--- src/rtl/number_hit_resolver.sv ---
// number_hit_resolver
// Collects player/number-sprite collisions over one VGA frame and resolves
// them at the frame boundary into a single registered hit pulse. A hit
// carries the earliest-touched number index and the full collision mask.
// A frame-counted cooldown then suppresses further hits while the player
// is still overlapping a sprite.
module number_hit_resolver #(
    parameter int NUM_COUNT       = 12,
    parameter int IDX_W           = 4,
    parameter int COOLDOWN_FRAMES = 30,
    parameter int CNT_W           = 8
) (
    input  logic                 clk,
    input  logic                 resetN,
    input  logic                 startOfFrame,
    input  logic                 playerDR,
    input  logic [NUM_COUNT-1:0] numbersDR,
    output logic                 singleHit,
    output logic [IDX_W-1:0]     hitIndex,
    output logic [NUM_COUNT-1:0] hitMask,
    output logic [CNT_W-1:0]     hitCount,
    output logic                 coolingDown
);

    // A zero-length cooldown still needs a one-bit counter so the
    // register exists and stays at zero.
    localparam int CD_W = (COOLDOWN_FRAMES > 0) ? $clog2(COOLDOWN_FRAMES + 1) : 1;

    typedef enum logic [0:0] {
        ST_ARMED    = 1'b0,
        ST_COOLDOWN = 1'b1
    } state_t;

    // Index of the lowest set bit; zero when the vector is empty.
    // Scanning downwards lets the lowest index win.
    function automatic logic [IDX_W-1:0] f_low_idx(input logic [NUM_COUNT-1:0] v);
        logic [IDX_W-1:0] idx;
        idx = '0;
        for (int i = NUM_COUNT - 1; i >= 0; i--) begin
            if (v[i]) begin
                idx = IDX_W'(i);
            end
        end
        return idx;
    endfunction

    state_t                 r_state;
    logic [CD_W-1:0]        r_cdCnt;
    logic [NUM_COUNT-1:0]   r_colMask;
    logic [IDX_W-1:0]       r_capIdx;
    logic                   r_capFlag;

    logic [NUM_COUNT-1:0]   w_term;
    logic                   w_termHit;
    logic [IDX_W-1:0]       w_lowIdx;
    logic                   w_frameHit;

    // The player's drawing request gates every number request on this pixel.
    assign w_term     = numbersDR & {NUM_COUNT{playerDR}};
    assign w_termHit  = (w_term != '0);
    assign w_lowIdx   = f_low_idx(w_term);
    assign w_frameHit = (r_colMask != '0);

    // Per-frame collision accumulation; SOF restarts the mask with the
    // current pixel, which therefore belongs to the new frame.
    always_ff @(posedge clk or negedge resetN) begin
        if (!resetN) begin
            r_colMask <= '0;
            r_capIdx  <= '0;
            r_capFlag <= 1'b0;
        end else if (startOfFrame) begin
            r_colMask <= w_term;
            r_capFlag <= w_termHit;
            if (w_termHit) begin
                r_capIdx <= w_lowIdx;
            end else begin
                r_capIdx <= '0;
            end
        end else begin
            r_colMask <= r_colMask | w_term;
            // Only the first colliding pixel of a frame sets the index,
            // so raster order decides priority across pixels.
            if (!r_capFlag && w_termHit) begin
                r_capIdx  <= w_lowIdx;
                r_capFlag <= 1'b1;
            end else begin
                r_capIdx  <= r_capIdx;
                r_capFlag <= r_capFlag;
            end
        end
    end

    // Frame-boundary resolution FSM with registered hit outputs.
    always_ff @(posedge clk or negedge resetN) begin
        if (!resetN) begin
            r_state     <= ST_ARMED;
            r_cdCnt     <= '0;
            singleHit   <= 1'b0;
            hitIndex    <= '0;
            hitMask     <= '0;
            hitCount    <= '0;
            coolingDown <= 1'b0;
        end else begin
            // Pulse is one cycle wide unless re-asserted below.
            singleHit <= 1'b0;
            if (startOfFrame) begin
                case (r_state)
                    ST_ARMED: begin
                        if (w_frameHit) begin
                            singleHit <= 1'b1;
                            hitIndex  <= r_capIdx;
                            hitMask   <= r_colMask;
                            if (hitCount != '1) begin
                                hitCount <= hitCount + CNT_W'(1);
                            end else begin
                                hitCount <= hitCount;
                            end
                            if (COOLDOWN_FRAMES > 0) begin
                                r_state     <= ST_COOLDOWN;
                                r_cdCnt     <= CD_W'(COOLDOWN_FRAMES);
                                coolingDown <= 1'b1;
                            end else begin
                                r_state     <= ST_ARMED;
                                r_cdCnt     <= '0;
                                coolingDown <= 1'b0;
                            end
                        end else begin
                            r_state <= ST_ARMED;
                        end
                    end
                    ST_COOLDOWN: begin
                        // Collisions of the ended frame are discarded here.
                        if (r_cdCnt == CD_W'(1)) begin
                            r_state     <= ST_ARMED;
                            r_cdCnt     <= '0;
                            coolingDown <= 1'b0;
                        end else begin
                            r_state     <= ST_COOLDOWN;
                            r_cdCnt     <= r_cdCnt - CD_W'(1);
                            coolingDown <= 1'b1;
                        end
                    end
                    default: begin
                        r_state     <= ST_ARMED;
                        r_cdCnt     <= '0;
                        coolingDown <= 1'b0;
                    end
                endcase
            end else begin
                r_state <= r_state;
                r_cdCnt <= r_cdCnt;
            end
        end
    end

endmodule

--- config.mk ---
export PLATFORM = sky130hd
export DESIGN_NAME = number_hit_resolver
export DESIGN_NICKNAME = d
export VERILOG_FILES = /design/src/rtl/number_hit_resolver.sv
export SDC_FILE = /design/constraint.sdc
export NUM_CORES = 1
export LEC_CHECK = 0
export ABC_AREA = 1
export CORE_ASPECT_RATIO = 0.8
export CORE_MARGIN = 3
export CORE_UTILIZATION = 35
export CTS_CLUSTER_SIZE = 30
export DETAILED_ROUTE_END_ITERATION = 8
export HOLD_SLACK_MARGIN = 0.12
export REMOVE_ABC_BUFFERS = 1
export SKIP_LAST_GASP = 1
export SLEW_MARGIN = 20
export SYNTH_ARGS = -nofsm -noshare
export SYNTH_HDL_FRONTEND = slang
export SYNTH_SLANG_ARGS = --single-unit
export TNS_END_PERCENT = 20
--- constraint.sdc ---
create_clock -name clk -period 1.4 [get_ports clk]
set_input_delay 0.28 -clock clk [delete_from_list [all_inputs] [get_ports clk]]
set_output_delay 0.28 -clock clk [all_outputs]
set_load 0.01 [all_outputs]
# Word-level counts from Yosys, hierarchy flattened
# Cells that the tools add are included.
totals:
  latch_bits: 0
  ram_bits: 0
  mem_bits_ro: 0
  input_bits: 16
  n_memories: 0
  register_bits: 49
classes:
  bitwise: 3
  div: 0
  magnitude_cmp: 0
  reduce_logical: 8
  mul: 0
  mux: 28
  eq_ne: 3
  add_sub_neg: 2
  shifts: 0
ops:
  columns: ["cell", "count"]
  rows:
  - ["4-bit two-way mux", 15]
  - ["12-bit nonzero test", 2]
  - ["12-bit AND", 1]
  - ["12-bit two-way mux", 1]
  - ["12-bit bitwise OR", 1]
  - ["5-bit two-way mux", 2]
  - ["5-bit case mux with 2 select lines", 1]
  - ["8-bit by 1-bit adder with 8-bit output, second input constant", 1]
  - ["8-bit != test, second input constant", 1]
  - ["1-bit two-way mux", 7]
  - ["5-bit by 1-bit == test with 1-bit output, second input constant", 1]
  - ["5-bit by 1-bit subtractor with 5-bit output, second input constant", 1]
  - ["1-bit case mux with 2 select lines", 2]
  - ["4-bit AND reduction", 1]
  - ["3-bit AND reduction", 1]
  - ["2-bit != test, second input constant", 1]
  - ["2-bit AND reduction", 1]
  - ["2-bit nonzero test", 1]
  - ["1-bit logical AND", 1]
  - ["1-bit logical NOT", 1]
  - ["1-bit NOT", 1]

# Depth between registers and ports, before layout
logic_depth:
  word_depth: 15
  mapped_depth: 13
  mapped_depth_nobuf: 13

# Worst setup path after synthesis
# Ideal clock, no wire load.
synth_path:
  path_type: "flip-flop to flip-flop"
  from: "reg hitCount[0]"
  to: "reg hitCount[2]"
  path_slack_ps: -49
  setup_time_ps: 78
  n_path_buf: 0
  arrival_time_ps: 1371
  stages_incl_launch_ff: 8
  cell_sequence: "dfrtp_1 ha_1 nand2_1 nor2_1 nand3_1 nand2_2 nand2_1 o21ai_1"
synth_between:
  elab_chain_len: 2
synth_lines:
  columns: ["item", "line_no", "text"]
  rows:
  - ["from (decl)", "21", "output logic [CNT_W-1:0] hitCount,"]
  - ["from (signal assigned)", "114", "hitCount <= hitCount + CNT_W'(1);"]
  - ["from (signal assigned)", "116", "hitCount <= hitCount;"]
  - ["parallel branches: the longest is 2 deep, another holds 8-bit by 1-bit adder with 8-bit output", null, null]
# Parallel ways; which one is timed is not known.
# A chain may end at the register's enable or synchronous reset.

# Final worst setup path
layout_path:
  from: "reg hitMask[6]"
  to: "out hitMask[6]"
layout_rtl:
  columns: ["item", "line_no", "text"]
  rows:
  - ["from (decl)", "20", "output logic [NUM_COUNT-1:0] hitMask,"]
  - ["from (signal assigned)", "112", "hitMask <= r_colMask;"]
# No word-level cell between the ends.

==> summary.md <==
| Metric | Value |
|---|---|
| CP max-delay cell | `clkdlybuf4s50_1` |
| Global-route wire length before repair | `8910 um` |
| Maximum VDD drop | `0.608 mV` |
| Post-layout min period | `1.52 ns` |
| Worst-path clk slew | `0.08 ns` |
| Vias | `1952` |
| Post-DP HPWL | `3640 um` |
| Net Sw Frac | `32.0%` |
| Placer Congestion | `0.805` |
| CORE AREA | `6100 um2` |
| DRT iter0 DRCs | `106` |
| Flop pwr share | `45.2%` |
| Worst min path class | `in2reg` |
| Rows | `25` |
| Net Sw Power | `1.34 mW` |
| Post-route DRC | `0` |
| Max Fclk | `0.658 GHz` |
| GRT Util Overall | `14.9%` |
| Avg Inst Size Synth | `9.03 um2` |
| Delay-heaviest family, CP | `buffers and inverters` |
| Worst slew pin tran | `0.401 ns` |
| Die area | `7490 um2` |
| Largest stage delay, worst path | `0.55 ns` |
| Final number of setup-violating endpoints | `46` |
| Critical path startpoint category | `register` |
| Clk sink count | `49` |
| Num CTS Buffers | `5` |
| Synth warnings | `0` |
| Flop-to-flop setup slack | `-0.05 ns` |
| Commonest non-fill, non-tap cells in the layout | `nand2_1, dfrtp_1, buf_4` |
| Clock latency on the worst-skew pair | `0.30 ns` |
| Clk buf depth | `2` |
| Final period util | `109%` |
| ANT cells | `0` |
| DR WL/cell | `12.0 um` |
| Vias in the first global route | `1912` |
| WS Path Type | `reg2out` |
| Antenna Violating Nets Remaining | `0` |
| Final core utilization | `55.6%` |
| Worst Path Arrival | `1.24 ns` |
| Final instance area | `3390 um2` |
| Drt first pass iters | `4` |
| Clock H-tree levels | `2` |
| Initial Util | `37.2%` |
| Placed instance area | `3100 um2` |
| Die W | `96.0 um` |
| Final worst setup slack | `-0.120 ns` |
| CP max FO | `2` |
| Area growth syn-to-layout | `49.7%` |
| Avg Vias per Cell | `4.49` |
| Sequential fraction of the synthesis area | `54.1%` |
| Layout cells sized above 1 | `30.2%` |
| Failing checks | `negative setup slack` |
| P_int | `2.84 mW` |
| PwrDens | `1230 nW/um2` |
| Critical Path End Type | `primary output` |
| Status | `finished with violations` |
| Clock power frac | `20.0%` |
| Dpl ws | `-0.379 ns` |
| Worst path cell trace | `clkdlybuf4s50_1` |
| LEAKAGE | `1.72 nW` |
| Synthesized flop and latch total | `49` |
| Largest net degree at the start of global routing | `50` |
| Final nets | `372` |
| Most common cell after layout, fill and taps aside | `nand2_1` |
| Critical Path RT | `1.12 ns` |
| Relative slew slack | `73.2%` |
| Total grt overflow | `0` |
| Synthesized area | `2270 um2` |
| Buf+Inv Stages, Crit Path | `1` |
| Cell variety after synth | `25` |
| Unrepaired setup endpoints after global routing | `yes` |
| Initial antenna violation count | `0` |
| Post-synthesis cell count | `251` |
| # IOs | `42` |
| Final Hold Fails | `0` |
| Final Skew | `0.00988 ns` |
| Port bufs | `41` |
| Max-Cap Viols | `0` |
| Drt total wl | `5210 um` |
| Min Hold Slack | `0.370 ns` |
| Root Buffer Master | `clkbuf_8` |
| Die Height | `78.0 um` |
| Slew Limit Fails | `0` |
| Combinational power share | `34.8%` |
| CTS tree | `yes` |
[final timing paths]
path	from	to	cells past startpoint
setup / recovery	hitMask[6]	hitMask[6]	1
hold / removal	numbersDR[9]	r_colMask[9]	4
setup reg to reg	r_colMask[11]	hitMask[5]	7
hold reg to reg	hitIndex[1]	hitIndex[1]	2
max in group asynchronous	resetN	r_colMask[5]	3
min in group asynchronous	resetN	hitCount[7]	3
[per-layer routing]
layer  vias to the layer above  wire length, um  part of all wire (%)  track usage (%)
li1                       1017                -                     -                -
met1                       901             2620                    50             22.4
met2                        30             2360                    45             22.3
met3                         4              186                   3.6             2.81
met4                         0               48                  0.92             2.56
met5                         -                0                     0                0
[through the flow]
stage                     power, mW  cells  setup TNS, ns
after floorplan                2.54    246         -0.265
after detailed placement       3.31    416         -10.56
after global placement         3.28    416         -10.40
after CTS                      4.20    433          -3.19
final                          4.17    435          -2.47
after global routing           4.45    435          -6.46
[layout make-up]
type,instances,area (um2)
fill,572,2710
sequential,49,1230
multi-input combinational,164,927
timing repair buffer,96,858
clock inverter,2,15.0
tap,81,101
inverter,34,154
timing repair inverter,3,38.8
clock buffer,6,72.6
[sequential cells by signal, indices dropped and copies added, names as in the netlist, 4 cells and up]
register   cells
hitMask       12
r_colMask     12
hitCount       8
r_cdCnt        5
hitIndex       4
r_capIdx       4
[cell usage after synthesis]
library cell / number / area, um2
a21oi_1: 2 / 10.0
a21oi_2: 1 / 8.76
buf_4: 1 / 7.51
buf_6: 3 / 33.8
clkbuf_1: 1 / 3.75
dfrtp_1: 49 / 1230
ha_1: 3 / 37.5
inv_1: 32 / 120
inv_2: 1 / 3.75
inv_4: 1 / 6.26
nand2_1: 70 / 263
nand2_2: 1 / 6.26
nand3_1: 18 / 90.1
nand3b_1: 2 / 15.0
nand4_1: 4 / 25.0
nor2_1: 6 / 22.5
nor2_2: 1 / 6.26
nor3_1: 1 / 5.00
nor3_4: 2 / 32.5
o21ai_0: 20 / 100
o21ai_1: 7 / 35.0
o21ai_2: 12 / 105
o22ai_1: 4 / 25.0
xnor2_1: 3 / 26.3
xor2_1: 6 / 52.6
[repair_timing]
item	in CTS	in global routing
endpoints found under the setup margin	60	61
resized for setup	25	19
hold buffers	1	0
cloned	3	1
pin swaps	5	7
buffers inserted	5	1
hold endpoints to repair	49	0
[cells by family (layout without fill, tap and decap cells)]
kind of cell               count (synthesis)  after routing  share of synthesized area (%)
AOI/OAI and AO/OA                         46             46                           12.5
xor gates and xnor gates                   9              9                           3.48
adders and majority gates                  3              3                           1.66
buffers and inverters                     39            141                           7.73
DFF                                       49             49                           54.1
and+or+nand+nor                          105            106                           20.5
[power groups by stage]
| stage | sequential, mW | clock [mW] | combinational [mW] |
|---|---|---|---|
| floorplan | 1.98 | 0 | 0.554 |
| global placement | 1.89 | 0 | 1.39 |
| detailed placement | 1.89 | 0 | 1.41 |
| CTS | 1.89 | 0.859 | 1.45 |
| global route | 1.93 | 0.910 | 1.62 |
| finish | 1.89 | 0.833 | 1.45 |
(Power assumes the default switching activity.)
